File: src/rtl/muldiv_sched_pkg.sv
// Shared types and constants for the HI/LO mult/div scheduler.
// Optional zero-operand bypass in the top is enabled by MULDIV_ZERO_BYPASS_EN.
package muldiv_sched_pkg;

   typedef enum logic [1:0] {
      MD_MULT  = 2'd0,
      MD_MULTU = 2'd1,
      MD_DIV   = 2'd2,
      MD_DIVU  = 2'd3
   } muldiv_op_t;

   typedef enum logic [1:0] {
      StIdle,
      StBusyMul,
      StBusyDiv,
      StDone
   } muldiv_state_t;

   localparam logic [31:0] MD_DIV0_LO = 32'hFFFF_FFFF;

   // Two's-complement negate when neg is set, pass-through otherwise.
   function automatic logic [31:0] md_mag(input logic [31:0] v, input logic neg);
      return neg ? (~v + 32'd1) : v;
   endfunction

endpackage

File: src/rtl/muldiv_sched_if.sv
// Pipeline and engine signals of the mult/div scheduler.
// slave is the scheduler's view; master is the surrounding pipeline and engines.
interface muldiv_sched_if;
   import muldiv_sched_pkg::*;

   logic          req_valid;
   muldiv_op_t    req_op;
   logic [31:0]   req_a;
   logic [31:0]   req_b;
   logic          advance;
   logic          flush;
   logic          stall;
   logic          res_valid;
   logic [31:0]   res_hi;
   logic [31:0]   res_lo;
   logic          res_err;
   logic          mul_valid;
   logic [31:0]   mul_a;
   logic [31:0]   mul_b;
   logic          mul_done;
   logic [63:0]   mul_c;
   logic          div_valid;
   logic [31:0]   div_a;
   logic [31:0]   div_b;
   logic          div_done;
   logic [63:0]   div_c;

   modport slave (
      input  req_valid, req_op, req_a, req_b, advance, flush,
      input  mul_done, mul_c, div_done, div_c,
      output stall, res_valid, res_hi, res_lo, res_err,
      output mul_valid, mul_a, mul_b, div_valid, div_a, div_b
   );

   modport master (
      output req_valid, req_op, req_a, req_b, advance, flush,
      output mul_done, mul_c, div_done, div_c,
      input  stall, res_valid, res_hi, res_lo, res_err,
      input  mul_valid, mul_a, mul_b, div_valid, div_a, div_b
   );

endinterface

File: src/rtl/muldiv_signfix.sv
// Maps an unsigned engine result back to the signed {hi,lo} of the original op.
// Divider results arrive as {remainder, quotient}.
module muldiv_signfix
   import muldiv_sched_pkg::*;
(
   input  muldiv_op_t  op,
   input  logic        sign_a,
   input  logic        sign_b,
   input  logic [63:0] raw,
   output logic [31:0] hi,
   output logic [31:0] lo
);

   always_comb begin
      hi = raw[63:32];
      lo = raw[31:0];
      case (op)
         MD_MULT: begin
            {hi, lo} = (sign_a ^ sign_b) ? (~raw + 64'd1) : raw;
         end
         MD_DIV: begin
            // Quotient takes the product sign, remainder follows the dividend.
            lo = md_mag(raw[31:0], sign_a ^ sign_b);
            hi = md_mag(raw[63:32], sign_a);
         end
         default: ;
      endcase
   end

endmodule

File: src/rtl/muldiv_sched.sv
// Scheduler between execute and the multi-cycle mult/div engines.
// Define MULDIV_ZERO_BYPASS_EN to skip the engines for zero operands.
module muldiv_sched
   import muldiv_sched_pkg::*;
#(
   parameter int unsigned TIMEOUT = 64,
   parameter int unsigned CNT_W   = 7
) (
   input  logic          clk,
   input  logic          reset,
   muldiv_sched_if.slave bus
);

   muldiv_state_t state_q, state_d;
   muldiv_op_t    op_q, op_d;
   logic          sign_a_q, sign_a_d;
   logic          sign_b_q, sign_b_d;
   logic [31:0]   mag_a_q, mag_a_d;
   logic [31:0]   mag_b_q, mag_b_d;
   logic [CNT_W-1:0] cnt_q, cnt_d;
   logic [31:0]   hi_q, hi_d;
   logic [31:0]   lo_q, lo_d;
   logic          err_q, err_d;

   logic          req_signed, req_is_div, req_sa, req_sb;
   logic          eng_done, stall;
   logic [63:0]   eng_raw;
   logic [31:0]   fix_hi, fix_lo;

   assign req_signed = (bus.req_op == MD_MULT) || (bus.req_op == MD_DIV);
   assign req_is_div = (bus.req_op == MD_DIV) || (bus.req_op == MD_DIVU);
   assign req_sa     = req_signed & bus.req_a[31];
   assign req_sb     = req_signed & bus.req_b[31];
   assign eng_raw    = (state_q == StBusyDiv) ? bus.div_c : bus.mul_c;

`ifdef MULDIV_ZERO_BYPASS_EN
   logic zero_bypass;
   assign zero_bypass = req_is_div ? (bus.req_a == '0)
                                   : ((bus.req_a == '0) || (bus.req_b == '0));
`endif

   muldiv_signfix u_signfix (
      .op     (op_q),
      .sign_a (sign_a_q),
      .sign_b (sign_b_q),
      .raw    (eng_raw),
      .hi     (fix_hi),
      .lo     (fix_lo)
   );

   always_comb begin
      state_d  = state_q;
      op_d     = op_q;
      sign_a_d = sign_a_q;
      sign_b_d = sign_b_q;
      mag_a_d  = mag_a_q;
      mag_b_d  = mag_b_q;
      cnt_d    = cnt_q;
      hi_d     = hi_q;
      lo_d     = lo_q;
      err_d    = err_q;
      eng_done = 1'b0;
      stall    = 1'b0;

      unique case (state_q)
         StIdle: begin
            if (bus.req_valid && !bus.flush) begin
               stall    = 1'b1;
               op_d     = bus.req_op;
               sign_a_d = req_sa;
               sign_b_d = req_sb;
               mag_a_d  = md_mag(bus.req_a, req_sa);
               mag_b_d  = md_mag(bus.req_b, req_sb);
               cnt_d    = '0;
               err_d    = 1'b0;
               if (req_is_div && (bus.req_b == '0)) begin
                  state_d = StDone;
                  hi_d    = bus.req_a;
                  lo_d    = MD_DIV0_LO;
               end
`ifdef MULDIV_ZERO_BYPASS_EN
               else if (zero_bypass) begin
                  state_d = StDone;
                  hi_d    = '0;
                  lo_d    = '0;
               end
`endif
               else if (req_is_div) begin
                  state_d = StBusyDiv;
               end else begin
                  state_d = StBusyMul;
               end
            end
         end
         StBusyMul, StBusyDiv: begin
            stall    = 1'b1;
            eng_done = (state_q == StBusyMul) ? bus.mul_done : bus.div_done;
            cnt_d    = cnt_q + CNT_W'(1);
            if (eng_done) begin
               state_d = StDone;
               hi_d    = fix_hi;
               lo_d    = fix_lo;
               err_d   = 1'b0;
            end else if (cnt_q == CNT_W'(TIMEOUT - 1)) begin
               state_d = StDone;
               hi_d    = '0;
               lo_d    = '0;
               err_d   = 1'b1;
            end
         end
         StDone: begin
            if (bus.advance) state_d = StIdle;
         end
         default: state_d = StIdle;
      endcase

      // Flush beats done/advance; the held result is left untouched.
      if (bus.flush) begin
         state_d = StIdle;
         cnt_d   = '0;
         err_d   = 1'b0;
         hi_d    = hi_q;
         lo_d    = lo_q;
      end
   end

   always_ff @(posedge clk) begin
      if (reset) begin
         state_q  <= StIdle;
         op_q     <= MD_MULT;
         sign_a_q <= 1'b0;
         sign_b_q <= 1'b0;
         mag_a_q  <= '0;
         mag_b_q  <= '0;
         cnt_q    <= '0;
         hi_q     <= '0;
         lo_q     <= '0;
         err_q    <= 1'b0;
      end else begin
         state_q  <= state_d;
         op_q     <= op_d;
         sign_a_q <= sign_a_d;
         sign_b_q <= sign_b_d;
         mag_a_q  <= mag_a_d;
         mag_b_q  <= mag_b_d;
         cnt_q    <= cnt_d;
         hi_q     <= hi_d;
         lo_q     <= lo_d;
         err_q    <= err_d;
      end
   end

   assign bus.stall     = stall;
   assign bus.res_valid = (state_q == StDone);
   assign bus.res_hi    = hi_q;
   assign bus.res_lo    = lo_q;
   assign bus.res_err   = err_q && (state_q == StDone);
   assign bus.mul_valid = (state_q == StBusyMul);
   assign bus.mul_a     = mag_a_q;
   assign bus.mul_b     = mag_b_q;
   assign bus.div_valid = (state_q == StBusyDiv);
   assign bus.div_a     = mag_a_q;
   assign bus.div_b     = mag_b_q;

endmodule
File: src/flat_wrapper.sv
// flat-port wrapper written by rule: the top's interface ports become plain ports
module muldiv_sched_flat import muldiv_sched_pkg::*;
#(
   parameter int unsigned TIMEOUT = 64,
   parameter int unsigned CNT_W   = 7
)
  (clk, reset, bus_req_valid, bus_req_op, bus_req_a, bus_req_b, bus_advance, bus_flush, bus_mul_done, bus_mul_c, bus_div_done, bus_div_c, bus_stall, bus_res_valid, bus_res_hi, bus_res_lo, bus_res_err, bus_mul_valid, bus_mul_a, bus_mul_b, bus_div_valid, bus_div_a, bus_div_b);
  muldiv_sched_if bus_i ();
  input  logic clk;
  input  logic reset;
  input wire logic [$bits(bus_i.req_valid)-1:0] bus_req_valid;
  input wire logic [$bits(bus_i.req_op)-1:0] bus_req_op;
  input wire logic [$bits(bus_i.req_a)-1:0] bus_req_a;
  input wire logic [$bits(bus_i.req_b)-1:0] bus_req_b;
  input wire logic [$bits(bus_i.advance)-1:0] bus_advance;
  input wire logic [$bits(bus_i.flush)-1:0] bus_flush;
  input wire logic [$bits(bus_i.mul_done)-1:0] bus_mul_done;
  input wire logic [$bits(bus_i.mul_c)-1:0] bus_mul_c;
  input wire logic [$bits(bus_i.div_done)-1:0] bus_div_done;
  input wire logic [$bits(bus_i.div_c)-1:0] bus_div_c;
  output wire logic [$bits(bus_i.stall)-1:0] bus_stall;
  output wire logic [$bits(bus_i.res_valid)-1:0] bus_res_valid;
  output wire logic [$bits(bus_i.res_hi)-1:0] bus_res_hi;
  output wire logic [$bits(bus_i.res_lo)-1:0] bus_res_lo;
  output wire logic [$bits(bus_i.res_err)-1:0] bus_res_err;
  output wire logic [$bits(bus_i.mul_valid)-1:0] bus_mul_valid;
  output wire logic [$bits(bus_i.mul_a)-1:0] bus_mul_a;
  output wire logic [$bits(bus_i.mul_b)-1:0] bus_mul_b;
  output wire logic [$bits(bus_i.div_valid)-1:0] bus_div_valid;
  output wire logic [$bits(bus_i.div_a)-1:0] bus_div_a;
  output wire logic [$bits(bus_i.div_b)-1:0] bus_div_b;
  assign bus_i.req_valid = bus_req_valid;
  assign bus_i.req_op = bus_req_op;
  assign bus_i.req_a = bus_req_a;
  assign bus_i.req_b = bus_req_b;
  assign bus_i.advance = bus_advance;
  assign bus_i.flush = bus_flush;
  assign bus_i.mul_done = bus_mul_done;
  assign bus_i.mul_c = bus_mul_c;
  assign bus_i.div_done = bus_div_done;
  assign bus_i.div_c = bus_div_c;
  assign bus_stall = bus_i.stall;
  assign bus_res_valid = bus_i.res_valid;
  assign bus_res_hi = bus_i.res_hi;
  assign bus_res_lo = bus_i.res_lo;
  assign bus_res_err = bus_i.res_err;
  assign bus_mul_valid = bus_i.mul_valid;
  assign bus_mul_a = bus_i.mul_a;
  assign bus_mul_b = bus_i.mul_b;
  assign bus_div_valid = bus_i.div_valid;
  assign bus_div_a = bus_i.div_a;
  assign bus_div_b = bus_i.div_b;
  muldiv_sched #(.TIMEOUT(TIMEOUT), .CNT_W(CNT_W)) u_core (.clk(clk), .reset(reset), .bus(bus_i));
endmodule
File: config.mk
export PLATFORM = sky130hd
export DESIGN_NAME = muldiv_sched_flat
export DESIGN_NICKNAME = d
export VERILOG_FILES = /design/src/rtl/muldiv_sched_pkg.sv /design/src/rtl/muldiv_sched_if.sv /design/src/rtl/muldiv_signfix.sv /design/src/rtl/muldiv_sched.sv /design/src/flat_wrapper.sv
export SDC_FILE = /design/constraint.sdc
export NUM_CORES = 1
export LEC_CHECK = 0
export BUFFER_PORTS_ARGS = -buffer_cell sky130_fd_sc_hd__buf_4
export CAP_MARGIN = 20
export CORE_MARGIN = 2
export CORE_UTILIZATION = 25
export CTS_CLUSTER_SIZE = 28
export DETAILED_ROUTE_END_ITERATION = 7
export GPL_TIMING_DRIVEN = 0
export PLACE_DENSITY = 0.43
export SLEW_MARGIN = 20
export SYNTH_ARGS = -nofsm -noshare
export SYNTH_HDL_FRONTEND = slang
export SYNTH_SLANG_ARGS = --single-unit
File: constraint.sdc
create_clock -name clk -period 9.1 [get_ports clk]
set_input_delay 0.91 -clock clk [delete_from_list [all_inputs] [get_ports clk]]
set_output_delay 0.91 -clock clk [all_outputs]
set_load 0.02 [all_outputs]
Yosys cells after proc, flatten, opt, wreduce, memory -nomap -nowiden --
Index checks and enable logic that the tools add are counted.
Word-level totals: register bits after elaboration 142, output and inout port bits 197, word-level logic and storage cells 87
Operators by class: $add $sub $neg 6, equal/unequal tests 11, muxes and demuxes 33, bitwise logic cells 9, reductions and logical operators 18
Operator list (count):
- 32-bit two-way mux | 11
- 32-bit case mux with 2 select lines | 4
- 32-bit by 1-bit adder with 32-bit output, second input constant | 4
- 64-bit two-way mux | 2
- 32-bit inverter | 4
- 64-bit by 1-bit adder with 64-bit output, second input constant | 1
- 64-bit inverter | 1
- 32-bit zero test | 1
- 7-bit case mux with 2 select lines | 1
- 2-bit two-way mux | 6
- 2-bit equality test, second input constant | 5
- 7-bit by 1-bit adder with 7-bit output, second input constant | 1
- 7-bit by 6-bit equality test with 1-bit output, second input constant | 1
- 7-bit two-way mux | 1
- 2-bit zero test | 3
- 2-bit case mux with 3 select lines | 1
- 3-bit AND reduction | 2
- 1-bit two-way mux | 5
- 5-bit AND reduction | 1
- 2-bit by 1-bit != test with 1-bit output, second input constant | 2
- 1-bit case mux with 2 select lines | 2
- 2-bit AND reduction | 2
- 2-bit OR reduction | 2
- 1-bit logical AND | 3
- other kinds (9) | 11

Logic depth before layout (Yosys ltp) --
Gate-level depths: netlist of the first run.
depth in word-level cells 8, depth in mapped cells 20, depth with buffers taken out 11

By module --
Synthesis of the first run repeated with hierarchy kept, for this count alone.
Unflattened totals: cells, all modules 1325, area total of the unflattened synthesis 10875.4 um2
Modules (own cells, without submodules):
- muldiv_sched | instances 1, cells each 1068, area each 9152.5 um2, sequential area each 2842.7 um2
- muldiv_signfix | instances 1, cells each 257, area each 1722.9 um2, sequential area each 0.0 um2

Worst setup path after synthesis of the first run --
No wires, ideal clock.
path kind flip-flop to flip-flop, start point reg u_core.state_q[0], end point reg u_core.hi_q[4], in the netlist u_core.bus.res_hi[4], arrival 4.036 ns, data required time 8.981 ns, slack 4.944 ns, stages on the path, launching flop included 21, clock period less this slack 4.156 ns, path through dfxtp_1 > inv_1 > ha_1 > buf_6 > buf_6 > buf_6 > buf_6 > buf_2 > buf_2 > buf_2 > buf_4 > buf_2 > mux2i_1 > ha_1 > inv_1 > a21o_1 > nor4_4 > nand3_1 > or3_1 > nand3_1 > a21oi_1
On the way: cells in the longest elaborated chain, start to end 8, elaborated cells on any way between the ends 20, those cells by class add/sub (2); eq/ne (5); mux (7); bitwise (2); reduce/logical (4)
RTL lines:
- start, declared | RTL line muldiv_sched.sv:14 | muldiv_state_t state_q, state_d;
- start signal, assigned | RTL line muldiv_sched.sv:129 | state_q <= StIdle;
- start signal, assigned | RTL line muldiv_sched.sv:140 | state_q <= state_d;
- 2-bit equality test *
- via bus_div_valid | RTL line flat_wrapper.sv:29 | output wire logic [$bits(bus_i.div_valid)-1:0] bus_div_valid;
- 64-bit two-way mux | RTL line muldiv_sched.sv:34 | assign eng_raw = (state_q == StBusyDiv) ? bus.div_c : bus.mul_c;
- 64-bit inverter or 32-bit inverter (tied branches) | RTL line muldiv_signfix.sv:19, muldiv_sched_pkg.sv:23
- 64-bit by 1-bit adder with 64-bit output or 32-bit by 1-bit adder with 32-bit output (tied branches) | RTL line muldiv_signfix.sv:19, muldiv_sched_pkg.sv:23
- 64-bit two-way mux or 32-bit two-way mux (tied branches) | RTL line muldiv_signfix.sv:19, muldiv_sched_pkg.sv:23
- 32-bit case mux with 2 select lines | RTL line muldiv_signfix.sv:17 | case (op)
- 32-bit two-way mux | RTL line muldiv_sched.sv:99 | if (eng_done) begin
- 32-bit case mux with 2 select lines | RTL line muldiv_sched.sv:65 | unique case (state_q)
- end signal, assigned | RTL line muldiv_sched.sv:147 | hi_q <= hi_d;
- end, declared | RTL line muldiv_sched.sv:21 | logic [31:0] hi_q, hi_d;
Mark *: on every way through the listed nets, which the timed path passes. The rest lies on a longest branch. A chain may end at the register's enable or synchronous reset.

Worst setup path in the final report of the first run --
start point reg u_core.state_q[0], end point reg u_core.hi_q[0], in the netlist u_core.bus.res_hi[0]
On the way: cells in the longest elaborated chain, start to end 8, elaborated cells on any way between the ends 20, those cells by class add/sub (2); eq/ne (5); mux (7); bitwise (2); reduce/logical (4)
RTL lines (RTL line):
- 2-bit equality test | muldiv_sched.sv:34, muldiv_sched.sv:65
- 64-bit two-way mux | muldiv_sched.sv:34
- 64-bit inverter or 32-bit inverter (tied branches) | muldiv_signfix.sv:19, muldiv_sched_pkg.sv:23
- 64-bit by 1-bit adder with 64-bit output or 32-bit by 1-bit adder with 32-bit output (tied branches) | muldiv_signfix.sv:19, muldiv_sched_pkg.sv:23
- 64-bit two-way mux or 32-bit two-way mux (tied branches) | muldiv_signfix.sv:19, muldiv_sched_pkg.sv:23
- 32-bit case mux with 2 select lines | muldiv_signfix.sv:17
- 32-bit two-way mux | muldiv_sched.sv:99
- 32-bit case mux with 2 select lines | muldiv_sched.sv:65
Several ways; a longest one is shown, not always the timed one.

==> flow_metrics.env, run 1 <==
export IMPL_cp_arrival_ps=6620
export IMPL_finalSetupViolations=0
export IMPL_wirelength_mm=60.93
export IMPL_relSlewSlack=0.2854
export IMPL_cts_root_buffer_cell="sky130_fd_sc_hd__clkbuf_16"
export IMPL_whs_ps=497.7
export IMPL_holdPathStages=2
export IMPL_min_period_ps=6310
export IMPL_post_synth_cell_area_avg_sq_um=7.678
export IMPL_critical_path_max_stage_delay_ps=570
export IMPL_fillCellCount=4780
export IMPL_grt_start_max_net_pins=17
export IMPL_syn_nets=1680
export IMPL_numPlacedInstances=2457
export IMPL_yosys_top_cells_area="sky130_fd_sc_hd__dfxtp_1, sky130_fd_sc_hd__nor2_1, sky130_fd_sc_hd__mux2i_1, sky130_fd_sc_hd__a21oi_1, sky130_fd_sc_hd__buf_4"
export IMPL_fin_ws_ps=2790
export IMPL_vias=13140
export IMPL_worst_endpoint_required_ps=9410
export IMPL_worst_hold_check_path_type="flop to flop"
export IMPL_avg_vias_per_cell=5.278
export IMPL_antenna_found_initial=0
export IMPL_synth_area_leader_cell="sky130_fd_sc_hd__dfxtp_1"
export IMPL_initial_core_util=0.2543
export IMPL_finalCritPeriodShare=0.6934
export IMPL_synth_sequential_area_ratio=0.2522
export IMPL_preCtsSetupSlack_ps=2873
export IMPL_groute_usage_overall=0.2529
export IMPL_detailedRoute_firstIterationViolations=955
export IMPL_post_cts_setup_buffers=0
export IMPL_die_x_microns=216.3
export IMPL_timing_final_hold_violations=0
export IMPL_m1WireLength_mm=27.40
export IMPL_design_portCount=398
export IMPL_timing_critical_path_slowest_stage_cell="sky130_fd_sc_hd__a221oi_1"
export IMPL_detailroute_wirelength_met2_mm=27.56
export IMPL_antennaDiodeCount=0
export IMPL_drt_antenna_violating_nets=0
export IMPL_worstSetupEndpointType="flop"
export IMPL_critPathLaunchType="flop"
export IMPL_fmaxAchievable_mhz=158.5
export IMPL_cts_sink_count=142
export IMPL_core_rowCount=77
export IMPL_die_area_sq_um=46800
export IMPL_worst_ir_drop_vdd_mv=0.1054
export IMPL_cap_violations=0
export IMPL_drc_violations_left=0
export IMPL_grt_pass1_vias=12770
export IMPL_fin_nets=2096
export IMPL_ys_async_sr_fraction=0
export IMPL_placeableCoreArea_sq_um=44320
export IMPL_cts_buffer_depth=2
export IMPL_setup_worst_path_class="flop to flop"
export IMPL_detail_route_first_pass_iterations=8
export IMPL_pwr_density_cell_nw_per_um2=138.0
export IMPL_yosys_cell_types_count=94
export IMPL_cts_hold_repair_buffers=0
export IMPL_fraction_of_layout_cells_with_a_size_suffix_above_1=0.3031
export IMPL_report_power_total_uw=2154
export IMPL_yosys_most_used_dff="sky130_fd_sc_hd__dfxtp_1"
export IMPL_ys_seq_elements=142
export IMPL_numCtsBuffers=17
export IMPL_final_setup_skew_ps=14.93
export IMPL_cellLeakagePower_uw=0.006270
export IMPL_met3RoutedLength_mm=4.440
export IMPL_final_instance_count_excl_fill=2489
export IMPL_hpwlAfterDp_mm=50.07
export IMPL_synthToLayoutAreaGrowth_pct=38.47
export IMPL_rsz0062_at_grt="no"
export IMPL_remaining_global_route_overflow=0
export IMPL_chipHeight_microns=216.3
export IMPL_clkSlewWorstSetupHoldPaths_ps=80
export IMPL_timing_critical_path_cells="inv_1, ha_1, buf_6, buf_6, buf_6, buf_6, buf_2, buf_2, buf_2, buf_4, buf_2, mux2i_1, ha_1, inv_1, a211o_1, nor2_2, a31oi_2, xnor2_1, a221oi_1, nor2_1"
export IMPL_yosysTopAreaCellShare=0.2522
export IMPL_syn_warnings=0
export IMPL_worst_pin_slew_ps=1064
export IMPL_critical_path_peak_fanout=10
export IMPL_synth_area_sq_um=11270
export IMPL_report_final_slew_viol_count=0
export IMPL_route_detailed_wl_per_inst_microns=24.48
export IMPL_run_status="finished clean"
export IMPL_worst_r2r_cell_count=20
export IMPL_tritoncts_clock_tree="built"
export IMPL_topmost_layer_with_routed_signal_wires="met4"
export IMPL_total_negative_setup_slack_ps=0
export IMPL_worstSkewPairLatency_ps=450
export IMPL_gp_routability_congestion=0.9208
export IMPL_clock_tree_htree_level_count=4
export IMPL_postCtsResizedCells=0
export IMPL_grt_pass1_wl_mm=87.53
export IMPL_postSynthCellCount=1468
export IMPL_io_buffers=397
export IMPL_synth_edf_count=0
==> power by group <==
part	leakage (uW)	switching, uW	internal (uW)
logic	0.00481	420	284
registers	0.00116	34.5	662
clock network	0.000301	318	436
total	0.00627	773	1380
==> cells in the mapped netlist (4+ instances only) <==
master,count
sky130_fd_sc_hd__a211o_1,7
sky130_fd_sc_hd__a211oi_1,61
sky130_fd_sc_hd__a21o_1,4
sky130_fd_sc_hd__a21oi_1,124
sky130_fd_sc_hd__a221oi_1,7
sky130_fd_sc_hd__a2bb2oi_1,4
sky130_fd_sc_hd__a311oi_1,9
sky130_fd_sc_hd__a31oi_1,28
sky130_fd_sc_hd__and2_1,8
sky130_fd_sc_hd__and3_1,18
sky130_fd_sc_hd__buf_1,4
sky130_fd_sc_hd__buf_2,18
sky130_fd_sc_hd__buf_4,68
sky130_fd_sc_hd__buf_6,5
sky130_fd_sc_hd__clkbuf_1,68
sky130_fd_sc_hd__dfxtp_1,142
sky130_fd_sc_hd__ha_1,11
sky130_fd_sc_hd__inv_1,20
sky130_fd_sc_hd__mux2_2,17
sky130_fd_sc_hd__mux2i_1,63
sky130_fd_sc_hd__nand2_1,87
sky130_fd_sc_hd__nand2b_1,6
sky130_fd_sc_hd__nand3_1,19
sky130_fd_sc_hd__nand4_1,10
sky130_fd_sc_hd__nor2_1,173
sky130_fd_sc_hd__nor2b_1,5
sky130_fd_sc_hd__nor3_1,57
sky130_fd_sc_hd__nor3b_1,26
sky130_fd_sc_hd__nor4_1,21
sky130_fd_sc_hd__nor4b_1,5
sky130_fd_sc_hd__o211ai_1,13
sky130_fd_sc_hd__o21ai_0,81
sky130_fd_sc_hd__o21ai_1,6
sky130_fd_sc_hd__o22ai_1,17
sky130_fd_sc_hd__o31ai_1,17
sky130_fd_sc_hd__o32ai_1,4
sky130_fd_sc_hd__o41ai_1,10
sky130_fd_sc_hd__or3_1,21
sky130_fd_sc_hd__or3b_2,6
sky130_fd_sc_hd__or4_1,12
sky130_fd_sc_hd__or4b_1,5
sky130_fd_sc_hd__xnor2_1,50
sky130_fd_sc_hd__xor2_1,48
==> placed cells by master (no fill, tap or decap), types with 26 or more instances in the layout <==
master,n
sky130_fd_sc_hd__dfxtp_1,142
sky130_fd_sc_hd__a211oi_1,61
sky130_fd_sc_hd__nor3b_1,26
sky130_fd_sc_hd__nor2_1,173
sky130_fd_sc_hd__clkbuf_1,68
sky130_fd_sc_hd__xor2_1,48
sky130_fd_sc_hd__nand2_1,87
sky130_fd_sc_hd__a21oi_1,124
sky130_fd_sc_hd__a31oi_1,28
sky130_fd_sc_hd__o21ai_0,81
sky130_fd_sc_hd__mux2i_1,63
sky130_fd_sc_hd__nor3_1,57
sky130_fd_sc_hd__xnor2_1,49
sky130_fd_sc_hd__buf_4,465
==> state kept, by name (all words and copies together), names as in the netlist <==
signal / count
u_core.sign_a_q: 1
u_core.cnt_q: 7
u_core.bus.div_a: 32
u_core.bus.div_b: 32
u_core.bus.res_hi: 32
u_core.sign_b_q: 1
u_core.err_q: 1
u_core.bus.res_lo: 32
u_core.op_q: 2
u_core.state_q: 2
==> final timing paths <==
kind	start	slack, ps	endpoint
setup / recovery	u_core.state_q[0]	2790	u_core.bus.res_hi[0]
hold reg to reg	u_core.bus.res_hi[2]	500	u_core.bus.res_hi[2]
hold / removal	u_core.bus.res_hi[2]	500	u_core.bus.res_hi[2]
setup reg to reg	u_core.state_q[0]	2790	u_core.bus.res_hi[0]
==> metrics by stage <==
stage / utilization / area (sq um)
after floorplan: - / 11270
after global placement: 0.3383 / 14990
after detailed placement: 0.3385 / 15000
after CTS: 0.3521 / 15610
after global routing: 0.3521 / 15610
final: 0.3521 / 15610
==> critical path: cells and delay by family (launching register included) <==
family	cells	cell delay, ps
AO/OA/AOI/OAI	3	1270
XOR/XNOR	1	240
adder cells (fa/ha/maj)	2	480
buffers and inverters	11	2680
flip-flops	1	350
multiplexers	1	490
AND/OR/NAND/NOR	2	600
==> kinds of logic after synthesis <==
kind of cell / Yosys count / share of synthesized area
AOI/OAI and AO/OA: 439 / 0.2544
xor gates and xnor gates: 98 / 0.07615
adders and majority gates: 11 / 0.01221
buffers and inverters: 185 / 0.09058
DFF: 142 / 0.2522
muxes: 81 / 0.07393
and+or+nand+nor: 512 / 0.2405
==> routing by layer <==
metal  vias up  global-route usage
met5         -                   0
met4         0             0.07146
met3        77             0.05530
met2       561              0.4105
met1      6278              0.3361
li1       6221                   -
==> cell type report <==
class	instances	area [sq um]	share of cell area
Clock inverter	15	181.4	0.01163
Inverter	21	78.83	0.005051
Multi-Input combinational cell	1141	7415	0.4751
Sequential cell	142	2843	0.1822
Timing Repair Buffer	397	2980	0.1910
Tap cell	592	740.7	0.04746
Clock buffer	17	425.4	0.02726
Buffer	164	942.2	0.06037
Power figures use the tool's default switching activity.
==> run 2, diff against run 1 <==
- PLACE_DENSITY: 0.43 -> 0.44
- clock period: 9.1 -> 5.1 ns (I/O delays scaled with it)
==> run 2 against run 1 <==
Against the previous run: global-route usage is 0.29 points higher; sequential power is 78% higher; non-clock buffer count is 4 higher; critical endpoint is now u_core.bus.res_hi[4].
==> flow_metrics.env, run 2 (synthesis gave the netlist of run 1 again) <==
export IMPL_timing_critical_path_cells="inv_1, ha_1, buf_6, buf_6, buf_6, buf_6, buf_2, buf_4, clkbuf_4, buf_4, mux2i_1, ha_1, inv_1, a21o_1, nor4_4, buf_4, nand3_1, or3_1, nand3_1, a21oi_1"
export IMPL_gp_routability_congestion=0.9133
export IMPL_fin_ws_ps=167.5
export IMPL_timing_final_hold_violations=0
export IMPL_numCtsBuffers=17
export IMPL_die_x_microns=216.3
export IMPL_tritoncts_clock_tree="built"
export IMPL_preCtsSetupSlack_ps=-1042
export IMPL_rsz0062_at_grt="no"
export IMPL_synthToLayoutAreaGrowth_pct=39.52
export IMPL_die_area_sq_um=46800
export IMPL_drc_violations_left=0
export IMPL_report_final_slew_viol_count=0
export IMPL_fmaxAchievable_mhz=202.7
export IMPL_core_rowCount=77
export IMPL_p_int_uw=2416
export IMPL_drt_antenna_violating_nets=0
export IMPL_clkSlewWorstSetupHoldPaths_ps=70
export IMPL_regArea_sq_um=2843
export IMPL_run_status="finished clean"
export IMPL_critPathLaunchType="flop"
export IMPL_worst_endpoint_required_ps=5440
export IMPL_worstSkewPairLatency_ps=460
export IMPL_cts_buffer_depth=2
export IMPL_fraction_of_layout_cells_with_a_size_suffix_above_1=0.3088
export IMPL_family_with_the_most_delay_on_the_worst_path="buffers and inverters"
export IMPL_final_setup_skew_ps=17.91
export IMPL_detail_route_first_pass_iterations=8
export IMPL_design_portCount=398
export IMPL_worst_ir_drop_vdd_mv=0.1556
export IMPL_fin_nets=2100
export IMPL_finalCritPeriodShare=0.9671
export IMPL_hpwlAfterDp_mm=49.97
export IMPL_swShare=0.3678
export IMPL_grt_pass1_vias=12790
export IMPL_cts_hold_repair_buffers=0
export IMPL_avg_vias_per_cell=5.277
export IMPL_multi_input_area_sq_um=7482
export IMPL_worstSetupEndpointType="flop"
export IMPL_mostFrequentLayoutCells="sky130_fd_sc_hd__buf_4, sky130_fd_sc_hd__nor2_1, sky130_fd_sc_hd__dfxtp_1"
export IMPL_cts_sink_count=142
export IMPL_sequentialPowerShare=0.325
export IMPL_postLayoutCoreUtil=0.3548
export IMPL_cellLeakagePower_uw=0.006287
export IMPL_mostFrequentLayoutCell="sky130_fd_sc_hd__buf_4"
export IMPL_crit_top_cell="sky130_fd_sc_hd__buf_6"
export IMPL_vias=13160
export IMPL_relSlewSlack=0.2407
export IMPL_chipHeight_microns=216.3
export IMPL_clockPowerShare=0.345
export IMPL_pwr_density_cell_nw_per_um2=243.1
export IMPL_detailedRoute_firstIterationViolations=990
export IMPL_cp_arrival_ps=5270
export IMPL_fillCellCount=4808
export IMPL_grt_start_max_net_pins=17
export IMPL_switchingPower_uw=1406
export IMPL_route_detailed_wl_per_inst_microns=24.58
export IMPL_min_period_ps=4932
export IMPL_worst_hold_check_path_type="primary input to flop"
export IMPL_placeableCoreArea_sq_um=44320
export IMPL_antenna_found_initial=1
export IMPL_cts_root_buffer_cell="sky130_fd_sc_hd__clkbuf_16"
export IMPL_combPwrFrac=0.330
export IMPL_timing_critical_path_slowest_stage_cell="sky130_fd_sc_hd__or3_1"
export IMPL_initial_core_util=0.2543
export IMPL_wirelength_mm=61.29
export IMPL_setup_worst_path_class="flop to flop"
export IMPL_grt_pass1_wl_mm=88.47
export IMPL_worst_pin_slew_ps=1107
export IMPL_io_buffers=397
export IMPL_remaining_global_route_overflow=0
export IMPL_groute_usage_overall=0.2558
export IMPL_clock_tree_htree_level_count=4
export IMPL_critical_path_max_stage_delay_ps=450
export IMPL_critical_path_peak_fanout=10
export IMPL_finalSetupViolations=0
export IMPL_cp_num_buf_inv=11
export IMPL_cap_violations=0
==> run 2: timing repair <==
action                     in CTS  in global routing
setup endpoints to repair      29                 20
pin swaps                       2                  1
resized for setup              13                  9
setup buffers                   3                  1
==> run 2: worst paths after layout <==
check / slack, ps / end / cells after the start / from
worst max-delay path: 170 / u_core.bus.res_hi[4] / 20 / u_core.state_q[0]
worst min-delay path: 280 / u_core.err_q / 2 / bus_flush
worst max register to register: 170 / u_core.bus.res_hi[4] / 20 / u_core.state_q[0]
worst min register to register: 490 / u_core.bus.res_hi[2] / 2 / u_core.bus.res_hi[2]
==> run 2: metal layers <==
| metal | vias to the layer above | GRT usage | wire length, microns |
|---|---|---|---|
| met2 | 575 | 0.4185 | 28300 |
| li1 | 6235 | - | - |
| met3 | 55 | 0.05558 | 4374 |
| met1 | 6296 | 0.3415 | 27710 |
| met4 | 0 | 0.06210 | 910 |
| met5 | - | 0 | 0 |
==> run 2: power by group through the flow <==
stage / clock network, uW / logic [uW] / registers (uW)
after CTS: 1340 / 1260 / 1240
after global placement: 0 / 1250 / 1270
final: 1320 / 1260 / 1240
after floorplan: 0 / 580 / 1330
after global routing: 1390 / 1350 / 1250
after detailed placement: 0 / 1250 / 1270
==> run 2: layout make-up <==
cell class,count,share of cell area
tap,592,0.04710
timing repair buffer,401,0.1922
multi-input combinational,1141,0.4758
buffer,164,0.06143
antenna,1,0.0001591
clock inverter,15,0.01042
clock buffer,17,0.02705
sequential,142,0.1808
inverter,21,0.005013
==> run 2: per-stage QoR <==
step,setup TNS [ps],instance area (sq um),hold WS (ps),power (uW),cells
after floorplan,0,11270,458.4,1909,1468
after global placement,-17050,14990,472.5,2513,2457
after detailed placement,-17030,14990,476.5,2515,2457
after CTS,-1.541,15650,257.4,3844,2492
after global routing,0,15720,272.4,3988,2493
final,0,15730,277.4,3822,2494
